--- src/rtl/fb_types.sv ---
// Shared types and framebuffer geometry for the framebuffer port arbiter.
package fb_types;
  localparam int FB_WIDTH  = 320;
  localparam int FB_HEIGHT = 240;
  localparam int FB_PIXELS = FB_WIDTH * FB_HEIGHT;
  localparam int FB_ADDR_W = 19;

  typedef logic [2:0]           Color;
  typedef logic [FB_ADDR_W-1:0] FbAddr;

  typedef enum logic [1:0] {OWN_NONE, OWN_VGA, OWN_GL, OWN_FILL} ArbOwner;
  typedef enum logic [1:0] {FILL_IDLE, FILL_RUN, FILL_DONE} FillState;

  function automatic logic addr_in_range(input FbAddr a);
    return a < FbAddr'(FB_PIXELS);
  endfunction
endpackage

--- src/rtl/fb_port_arbiter_if.sv ---
// Scanout and game-logic request/response bundle for the framebuffer arbiter.
interface fb_port_arbiter_if;
  import fb_types::*;

  logic  vga_req;
  FbAddr vga_addr;
  logic  vga_valid;
  Color  vga_data;
  logic  vga_miss;

  logic  gl_req;
  logic  gl_we;
  FbAddr gl_addr;
  Color  gl_wdata;
  logic  gl_gnt;
  logic  gl_rvalid;
  Color  gl_rdata;

  modport master (
    output vga_req, vga_addr, gl_req, gl_we, gl_addr, gl_wdata,
    input  vga_valid, vga_data, vga_miss, gl_gnt, gl_rvalid, gl_rdata
  );

  modport slave (
    input  vga_req, vga_addr, gl_req, gl_we, gl_addr, gl_wdata,
    output vga_valid, vga_data, vga_miss, gl_gnt, gl_rvalid, gl_rdata
  );
endinterface

--- src/rtl/fb_fill_engine.sv ---
// Full-screen fill engine: walks every pixel once, writing only on granted cycles.
//   state     | meaning
//   FILL_IDLE | waiting for start
//   FILL_RUN  | requesting RAM; addr advances on each grant
//   FILL_DONE | one-cycle done pulse, then back to idle
module fb_fill_engine
  import fb_types::*;
(
  input  logic  clock,
  input  logic  reset,
  input  logic  start,
  input  Color  color,
  input  logic  gnt,
  output logic  req,
  output FbAddr addr,
  output Color  data,
  output logic  busy,
  output logic  done
);
  FillState state;

  always_ff @(posedge clock or posedge reset) begin
    if (reset) begin
      state <= FILL_IDLE;
      addr  <= '0;
      data  <= '0;
      busy  <= 1'b0;
      done  <= 1'b0;
    end else begin
      case (state)
        FILL_IDLE: begin
          if (start) begin
            state <= FILL_RUN;
            addr  <= '0;
            data  <= color;
            busy  <= 1'b1;
          end
        end
        FILL_RUN: begin
          if (gnt) begin
            if (addr == FbAddr'(FB_PIXELS - 1)) begin
              state <= FILL_DONE;
              busy  <= 1'b0;
              done  <= 1'b1;
            end else begin
              addr <= addr + 1'b1;
            end
          end
        end
        FILL_DONE: begin
          state <= FILL_IDLE;
          done  <= 1'b0;
        end
        default: state <= FILL_IDLE;
      endcase
    end
  end

  assign req = (state == FILL_RUN);
endmodule

--- src/rtl/fb_port_arbiter.sv ---
// Single-port framebuffer arbiter: scanout first, starvation-guarded game logic,
// fill engine on leftover cycles.
module fb_port_arbiter
  import fb_types::*;
#(
  parameter int MAX_GL_WAIT = 8
) (
  input  logic  clock,
  input  logic  reset,
  fb_port_arbiter_if.slave bus,
  input  logic  fill_start,
  input  Color  fill_color,
  output logic  fill_busy,
  output logic  fill_done,
  output FbAddr ram_address,
  output logic  ram_we,
  output Color  ram_wdata,
  input  Color  ram_rdata
);
  localparam int WAIT_W = $clog2(MAX_GL_WAIT + 1);
  localparam logic [WAIT_W-1:0] WAIT_MAX = WAIT_W'(MAX_GL_WAIT);

  logic [WAIT_W-1:0] wait_cnt;
  ArbOwner owner;
  logic    fill_req;
  FbAddr   fill_addr;
  Color    fill_data;
  logic    gl_in_range;
  logic    gl_oor_q;

  assign gl_in_range = addr_in_range(bus.gl_addr);

  always_comb begin
    owner = OWN_NONE;
    if (bus.gl_req && wait_cnt == WAIT_MAX) owner = OWN_GL;
    else if (bus.vga_req)                   owner = OWN_VGA;
    else if (bus.gl_req)                    owner = OWN_GL;
    else if (fill_req)                      owner = OWN_FILL;
  end

  always_comb begin
    ram_address = '0;
    ram_we      = 1'b0;
    ram_wdata   = '0;
    case (owner)
      OWN_VGA: ram_address = bus.vga_addr;
      OWN_GL: begin
        ram_address = bus.gl_addr;
        ram_we      = bus.gl_we && gl_in_range;
        ram_wdata   = bus.gl_wdata;
      end
      OWN_FILL: begin
        ram_address = fill_addr;
        ram_we      = 1'b1;
        ram_wdata   = fill_data;
      end
      default: ;
    endcase
  end

  assign bus.gl_gnt = (owner == OWN_GL);

  always_ff @(posedge clock or posedge reset) begin
    if (reset) begin
      wait_cnt      <= '0;
      bus.vga_valid <= 1'b0;
      bus.vga_miss  <= 1'b0;
      bus.gl_rvalid <= 1'b0;
      gl_oor_q      <= 1'b0;
    end else begin
      if (!bus.gl_req || bus.gl_gnt) wait_cnt <= '0;
      else if (wait_cnt != WAIT_MAX) wait_cnt <= wait_cnt + 1'b1;
      bus.vga_valid <= (owner == OWN_VGA);
      bus.vga_miss  <= bus.vga_req && (owner == OWN_GL);
      bus.gl_rvalid <= bus.gl_gnt && !bus.gl_we;
      gl_oor_q      <= bus.gl_gnt && !bus.gl_we && !gl_in_range;
    end
  end

  // Read data comes straight from the RAM's registered output, masked when not valid.
  assign bus.vga_data = bus.vga_valid ? ram_rdata : '0;
  assign bus.gl_rdata = (bus.gl_rvalid && !gl_oor_q) ? ram_rdata : '0;

  fb_fill_engine u_fill (
    .clock (clock),
    .reset (reset),
    .start (fill_start),
    .color (fill_color),
    .gnt   (owner == OWN_FILL),
    .req   (fill_req),
    .addr  (fill_addr),
    .data  (fill_data),
    .busy  (fill_busy),
    .done  (fill_done)
  );
endmodule

--- src/flat_wrapper.sv ---
// flat-port wrapper written by rule: the top's interface ports become plain ports
module fb_port_arbiter_flat import fb_types::*;
#(
  parameter int MAX_GL_WAIT = 8
)
  (clock, reset, fill_start, fill_color, fill_busy, fill_done, ram_address, ram_we, ram_wdata, ram_rdata, bus_vga_req, bus_vga_addr, bus_gl_req, bus_gl_we, bus_gl_addr, bus_gl_wdata, bus_vga_valid, bus_vga_data, bus_vga_miss, bus_gl_gnt, bus_gl_rvalid, bus_gl_rdata);
  fb_port_arbiter_if bus_i ();
  input  logic clock;
  input  logic reset;
  input  logic fill_start;
  input  Color fill_color;
  output logic fill_busy;
  output logic fill_done;
  output FbAddr ram_address;
  output logic ram_we;
  output Color ram_wdata;
  input  Color ram_rdata;
  input wire logic [$bits(bus_i.vga_req)-1:0] bus_vga_req;
  input wire logic [$bits(bus_i.vga_addr)-1:0] bus_vga_addr;
  input wire logic [$bits(bus_i.gl_req)-1:0] bus_gl_req;
  input wire logic [$bits(bus_i.gl_we)-1:0] bus_gl_we;
  input wire logic [$bits(bus_i.gl_addr)-1:0] bus_gl_addr;
  input wire logic [$bits(bus_i.gl_wdata)-1:0] bus_gl_wdata;
  output wire logic [$bits(bus_i.vga_valid)-1:0] bus_vga_valid;
  output wire logic [$bits(bus_i.vga_data)-1:0] bus_vga_data;
  output wire logic [$bits(bus_i.vga_miss)-1:0] bus_vga_miss;
  output wire logic [$bits(bus_i.gl_gnt)-1:0] bus_gl_gnt;
  output wire logic [$bits(bus_i.gl_rvalid)-1:0] bus_gl_rvalid;
  output wire logic [$bits(bus_i.gl_rdata)-1:0] bus_gl_rdata;
  assign bus_i.vga_req = bus_vga_req;
  assign bus_i.vga_addr = bus_vga_addr;
  assign bus_i.gl_req = bus_gl_req;
  assign bus_i.gl_we = bus_gl_we;
  assign bus_i.gl_addr = bus_gl_addr;
  assign bus_i.gl_wdata = bus_gl_wdata;
  assign bus_vga_valid = bus_i.vga_valid;
  assign bus_vga_data = bus_i.vga_data;
  assign bus_vga_miss = bus_i.vga_miss;
  assign bus_gl_gnt = bus_i.gl_gnt;
  assign bus_gl_rvalid = bus_i.gl_rvalid;
  assign bus_gl_rdata = bus_i.gl_rdata;
  fb_port_arbiter #(.MAX_GL_WAIT(MAX_GL_WAIT)) u_core (.clock(clock), .reset(reset), .bus(bus_i), .fill_start(fill_start), .fill_color(fill_color), .fill_busy(fill_busy), .fill_done(fill_done), .ram_address(ram_address), .ram_we(ram_we), .ram_wdata(ram_wdata), .ram_rdata(ram_rdata));
endmodule
--- config.mk ---
export PLATFORM = sky130hd
export DESIGN_NAME = fb_port_arbiter_flat
export DESIGN_NICKNAME = d
export VERILOG_FILES = /design/src/rtl/fb_types.sv /design/src/rtl/fb_port_arbiter_if.sv /design/src/rtl/fb_fill_engine.sv /design/src/rtl/fb_port_arbiter.sv /design/src/flat_wrapper.sv
export SDC_FILE = /design/constraint.sdc
export NUM_CORES = 1
export LEC_CHECK = 0
export ABC_AREA = 1
export BUFFER_PORTS_ARGS = -buffer_cell sky130_fd_sc_hd__buf_2
export CORE_ASPECT_RATIO = 0.6
export CORE_MARGIN = 4
export CORE_UTILIZATION = 40
export CTS_CLUSTER_SIZE = 30
export DETAILED_ROUTE_END_ITERATION = 10
export PLACE_DENSITY = 0.69
export SYNTH_ARGS = -nofsm -noshare
export SYNTH_HDL_FRONTEND = slang
export SYNTH_SLANG_ARGS = --single-unit
--- constraint.sdc ---
create_clock -name clock -period 1.8 [get_ports clock]
set_input_delay 0.45 -clock clock [delete_from_list [all_inputs] [get_ports clock]]
set_output_delay 0.45 -clock clock [all_outputs]
set_load 0.05 [all_outputs]
==> results.py, run 1 <==
metrics = {
    "status": {
        "run_status": "complete, but fails checks",
        "violations": "setup timing",
    },
    "grt": {
        "grt_pass1_wl_um": 11900,
        "grt_max_degree": 35,
        "grt_pass1_vias": 2490,
        "track_usage": 0.2049,
        "antenna_found_initial": 0,
        "grt-ovfl-total": 0,
    },
    "cells_and_area": {
        "layout_common_cells": "nand2_1 (88), buf_2 (64), inv_1 (42)",
        "area_delta_synth_final_pct": 52.38,
        "fill_cells": 469,
        "seqCellArea_um2": 850.8,
        "final_common_cell": "nand2_1",
        "drive_gt1_frac": 0.4366,
        "layout.nets": 520,
        "diodes": 0,
        "multi_input_comb_area_um2": 1498,
        "fin_util": 0.6460,
        "final_cells": 545,
    },
    "worst_setup_path": {
        "critPathMaxFanout": 6,
        "crit_required_ns": 1.35,
        "cp_common_cell": "buf_4",
        "r2r_start": "u_core.wait_cnt[0]$_DFFE_PP0P_",
        "crit-reg2reg-capture": "u_core.u_fill.addr[6]$_DFFE_PP0P_",
        "crit_slowest_cell": "dfrtp_1",
        "r2r_setup_slack_ns": -0.10,
        "reg2reg_depth": 12,
        "path_class": "reg2out",
        "crit_chain": "inv_1, ha_2, nand4_1, buf_4, nand4_4, buf_4, o211ai_1, buf_4",
        "crit_arrival_ns": 1.87,
        "crit_path_end_kind": "primary output",
        "slowest_delay_ns": 0.35,
        "cp-start-kind": "flop",
        "crit_path_end": "ram_address[16]",
        "crit_start": "u_core.wait_cnt[0]$_DFFE_PP0P_",
    },
    "synth": {
        "seq_area_frac_synth": 0.3520,
        "syn_inst": 343,
        "synthesis.area_um2": 2417,
        "synth_seq_cells": 34,
        "synth.avg_cell_area_um2": 7.048,
        "syn_nets": 399,
        "yosysUniqueCellTypes": 31,
        "yosysWarningCount": 0,
    },
    "floorplan": {
        "initial_core_util": 0.4240,
        "coreArea_um2": 5702,
        "ioPinCount": 88,
        "row_count": 21,
        "die_y_um": 68.22,
        "fp.dieW_um": 108.4,
        "die_area_um2": 7392,
    },
    "placed_design": {
        "pre_cts_ws_ns": -0.2597,
        "dp_hpwl_um": 5800,
        "place.gp.congestion": 0.8329,
        "io_buffers": 87,
        "dp.cells": 527,
    },
    "drt": {
        "wl_per_cell_um": 14.57,
        "postRouteWirelength_um": 7941,
        "drc": 0,
        "antenna_left": 0,
        "drt_iter0_markers": 239,
        "num_vias": 2783,
        "routed_via_density": 5.106,
        "first_pass_iters": 5,
    },
    "sta": {
        "tightestPinTransition_ns": 0.4514,
        "post-route-min-period_ns": 2.323,
        "clock_skew_ns": 0.009738,
        "drv_slew": 0,
        "hold_viol": 0,
        "maxSlewHeadroom": 0.6991,
        "rsz0062_at_grt": "yes",
        "period_share": 1.291,
        "final.setup.worst_slack_ns": -0.5234,
        "final.setup.tns_ns": -11.65,
        "max_freq_ghz": 0.4304,
        "finalSetupViolCount": 42,
    },
    "clock_tree": {
        "htree_levels": 2,
        "cts-root-buf": "clkbuf_8",
        "insertion_delay_ns": 0.30,
        "cts_buffer_depth": 2,
        "cts_tree": "done",
        "clkTransAtPathRegs_ns": 0.09,
        "cts.sinks": 34,
        "cts_made_buffers": 5,
    },
    "pwr": {
        "p_leak_nw": 1.855,
        "power.total_mw": 2.531,
        "ir_drop_mv": 0.4417,
        "powerDensity_nw_per_um2": 687.1,
    },
    "min_path": {
        "hp-class": "in2async",
    },
    "flow_run": {
        "maxCapViolations": 0,
    },
}
[worst max-delay path, delay by kind of cell (launching register included)]
family          cells  cell delay, ns
buf+inv             4            0.64
compound gates      1            0.22
simple gates        2            0.21
flops               1            0.35
fa+ha+maj           1            0.17
[power breakdown]
part / total, mW / internal [mW] / switching [mW]
sequential: 0.888 / 0.813 / 0.0754
clock: 0.880 / 0.555 / 0.325
combinational: 0.762 / 0.302 / 0.461
[worst min-delay path by stage]
stage | from | to | depth (start not counted)
after floorplan | u_core.wait_cnt[0]$_DFFE_PP0P_ | u_core.wait_cnt[0]$_DFFE_PP0P_ | 1
after global placement | u_core.u_fill.busy$_DFFE_PP0P_ | u_core.u_fill.busy$_DFFE_PP0P_ | 2
after detailed placement | u_core.u_fill.busy$_DFFE_PP0P_ | u_core.u_fill.busy$_DFFE_PP0P_ | 2
after CTS | reset | u_core.gl_oor_q$_DFF_PP0_ | 3
after global routing | reset | u_core.gl_oor_q$_DFF_PP0_ | 3
final | reset | u_core.bus.gl_rvalid$_DFF_PP0_ | 3
[synth_stat cells]
cell type	n	area share
buf_2	3	0.0062
nand3_1	25	0.052
inv_1	44	0.068
a21oi_1	7	0.014
buf_6	3	0.014
o21ai_2	18	0.065
nand4_1	2	0.0052
o211ai_1	12	0.037
dfrtp_1	34	0.35
nor2_8	1	0.0083
o21ai_0	17	0.035
ha_1	3	0.016
clkbuf_1	4	0.0062
nand2_1	109	0.17
nor3_1	2	0.0041
xor2_1	2	0.0072
xnor2_1	1	0.0036
o221ai_1	1	0.0036
nand3b_1	1	0.0031
o21ai_1	1	0.0021
inv_2	3	0.0047
nand2_4	1	0.0047
a22o_1	3	0.011
a22oi_1	5	0.016
nand3_4	1	0.0072
nand2_2	1	0.0026
nand4_2	1	0.0052
mux2_2	3	0.014
and2_1	1	0.0026
nor2_1	33	0.051
nand4_4	1	0.0088
[metal layers]
metal / global-route usage / wire length [um] / share of wire / vias to the layer above
li1: - / - / - / 1360
met1: 0.2946 / 3657 / 0.46 / 1296
met2: 0.3220 / 3478 / 0.44 / 118
met3: 0.04430 / 746 / 0.094 / 9
met4: 0.03622 / 59 / 0.0074 / 0
met5: 0 / 0 / 0 / -
[flip-flops by register name, summed over array words and instances, names as in the netlist]
register / cells
u_core.bus.vga_valid: 1
u_core.u_fill.done: 1
u_core.u_fill.busy: 1
u_core.u_fill.data: 3
u_core.bus.vga_miss: 1
u_core.u_fill.state: 2
u_core.wait_cnt: 4
u_core.bus.gl_rvalid: 1
u_core.gl_oor_q: 1
u_core.u_fill.addr: 19
[final cells by class]
type | instances | area share
multi-input combinational | 252 | 0.4066
timing repair buffer | 124 | 0.2500
sequential | 34 | 0.2310
inverter | 47 | 0.04789
tap | 80 | 0.02717
clock buffer | 5 | 0.01868
clock inverter | 3 | 0.01868
[per-stage QoR]
step,hold WS [ns],instance area [um2]
floorplan,0.4521,2477
global placement,0.4642,3164
detailed placement,0.4610,3164
CTS,0.2639,3462
global route,0.2897,3684
finish,0.2437,3684
[timing repair]
action	in CTS	in global routing
gates cloned	1	3
endpoints found under the setup margin	24	33
buffers inserted	2	4
pin swaps	8	11
hold endpoints to repair	0	0
resized for setup	47	37
hold buffers	0	0
[kinds of logic after synthesis]
group,synth area share
flops,0.3520
buf+inv,0.09937
compound gates,0.1843
simple gates,0.3240
mux,0.01397
xor+xnor,0.01087
fa+ha+maj,0.01553
No activity file was read; power rests on OpenSTA's default activity.
==> inputs of run 2 (changes only) <==
Settings changed: MAX_ROUTING_LAYER from default to met4.
==> run 2 against run 1 <==
Compared with the run above:
- the flow still finishes with violations (setup timing)
- combinational power barely moved
- worst setup slack improved by 0.0044 ns
- design area did not move
==> results.py, run 2 (same netlist as run 1, synthesis figures left out) <==
metrics = {
    "cells_and_area": {
        "diodes": 0,
        "top_register": "u_core.u_fill.addr",
        "fill_cells": 469,
        "layout.nets": 520,
        "layout_common_cells": "nand2_1 (88), buf_2 (64), inv_1 (42)",
        "multi_input_comb_area_um2": 1498,
        "area_delta_synth_final_pct": 52.38,
        "final_common_cell": "nand2_1",
        "seqCellArea_um2": 850.8,
        "reg_top3": "u_core.u_fill.addr x19, u_core.wait_cnt x4, u_core.u_fill.data x3",
        "drive_gt1_frac": 0.4366,
        "largest_reg_flops": 19,
    },
    "placed_design": {
        "io_buffers": 87,
        "dp_hpwl_um": 5800,
        "place.gp.congestion": 0.8457,
    },
    "floorplan": {
        "die_area_um2": 7392,
        "coreArea_um2": 5702,
        "ioPinCount": 88,
        "fp.dieW_um": 108.4,
        "row_count": 21,
        "die_y_um": 68.22,
        "initial_core_util": 0.4240,
    },
    "drt": {
        "antenna_left": 0,
        "wl_met2_um": 3516,
        "wl_per_cell_um": 14.56,
        "wl_met3_um": 707,
        "first_pass_iters": 5,
        "drc": 0,
        "drt_iter0_markers": 236,
        "postRouteWirelength_um": 7933,
        "routedLengthMet1_um": 3648,
        "routed_via_density": 5.099,
        "top_layer_used": "met4",
        "num_vias": 2779,
    },
    "clock_tree": {
        "cts_made_buffers": 5,
        "cts.sinks": 34,
        "postCtsHoldBufs": 0,
        "cts-root-buf": "clkbuf_8",
        "insertion_delay_ns": 0.30,
        "cts_tree": "done",
        "cts_buffer_depth": 2,
        "htree_levels": 2,
        "clkTransAtPathRegs_ns": 0.08,
    },
    "grt": {
        "grt_max_degree": 35,
        "track_usage": 0.2112,
        "grt_pass1_vias": 2484,
        "grt_pass1_wl_um": 11910,
        "antenna_found_initial": 0,
        "grt-ovfl-total": 0,
    },
    "pwr": {
        "clkPwrFrac": 0.346,
        "switching_share": 0.3390,
        "p_leak_nw": 1.855,
        "seqPwrFrac": 0.352,
        "p_int_mw": 1.670,
        "ir_drop_mv": 0.4380,
        "p_switching_uw": 856.3,
        "powerDensity_nw_per_um2": 685.8,
        "comb_power_share": 0.302,
        "power.total_mw": 2.526,
    },
    "worst_setup_path": {
        "crit_required_ns": 1.35,
        "critPathMaxFanout": 6,
        "crit_arrival_ns": 1.87,
        "crit_path_end_kind": "primary output",
        "path_class": "reg2out",
        "cp-start-kind": "flop",
    },
    "sta": {
        "hold_viol": 0,
        "final.setup.worst_slack_ns": -0.5190,
        "post-route-min-period_ns": 2.319,
        "final.setup.tns_ns": -11.46,
        "rsz0062_at_grt": "yes",
        "whs_ns": 0.2466,
        "drv_slew": 0,
        "period_share": 1.288,
        "maxSlewHeadroom": 0.6974,
        "tightestPinTransition_ns": 0.4539,
        "max_freq_ghz": 0.4312,
        "clock_skew_ns": 0.007900,
        "finalSetupViolCount": 42,
    },
    "flow_run": {
        "maxCapViolations": 0,
    },
    "min_path": {
        "hp-class": "in2async",
    },
    "status": {
        "violations": "setup timing",
        "run_status": "complete, but fails checks",
    },
}
-- run 2: cell counts in the layout (fill, tap and decap cells not counted) --
No cell type changed its count.
-- run 2: worst paths after layout --
check	endpoint	from	slack (ns)	depth (start not counted)
worst max-delay path	ram_address[16]	u_core.wait_cnt[0]$_DFFE_PP0P_	-0.52	8
worst min-delay path	u_core.bus.gl_rvalid$_DFF_PP0_	reset	0.25	3
worst max register to register	u_core.u_fill.addr[6]$_DFFE_PP0P_	u_core.wait_cnt[0]$_DFFE_PP0P_	-0.09	12
worst min register to register	u_core.u_fill.busy$_DFFE_PP0P_	u_core.u_fill.busy$_DFFE_PP0P_	0.48	2
max in group asynchronous	u_core.u_fill.addr[0]$_DFFE_PP0P_	reset	1.22	3
min in group clock	u_core.u_fill.data[0]$_DFFE_PP0P_	fill_color[0]	0.38	2
-- run 2: per-stage QoR --
stage,std cells,cell area (um2),setup WS [ns],utilization
final,545,3684,-0.5190,0.6460
after global routing,545,3684,-0.5872,0.6460
after CTS,538,3462,-0.4647,0.6072
after detailed placement,527,3164,-0.2597,0.5550
after global placement,527,3164,-0.2319,0.5550
after floorplan,343,2477,-0.4914,-
-- run 2: metal layers --
metal	vias up	GRT usage
li1	1358	-
met1	1299	0.2951
met2	113	0.3220
met3	9	0.04430
met4	0	0.03622
met5	-	-
-- run 2: final cells by class --
| class | instances | area share |
|---|---|---|
| Clock buffer | 5 | 0.01868 |
| Clock inverter | 3 | 0.01868 |
| Inverter | 47 | 0.04789 |
| Multi-Input combinational cell | 252 | 0.4066 |
| Sequential cell | 34 | 0.2310 |
| Tap cell | 80 | 0.02717 |
| Timing Repair Buffer | 124 | 0.2500 |
-- run 2: power by group through the flow --
stage                     registers [mW]  clock network [mW]  logic [mW]
final                              0.888               0.875       0.762
after global routing               0.896               0.925       0.820
after CTS                          0.879               0.885       0.708
after detailed placement           0.891                   0       0.640
after global placement             0.892                   0       0.629
after floorplan                    0.885                   0       0.436
-- run 2: timing repair --
| action | CTS | global route |
|---|---|---|
| pin swaps | 8 | 11 |
| setup buffers | 2 | 4 |
| cloned | 1 | 3 |
| gates resized for setup | 47 | 37 |
| endpoints found under the setup margin | 24 | 33 |
-- run 2: critical path: stages, from the launching register on --
cell and delay [ns]:
dfrtp_1 0.35, inv_1 0.05, ha_2 0.17, nand4_1 0.10
buf_4 0.14, nand4_4 0.10, buf_4 0.20, o211ai_1 0.22
buf_4 0.25
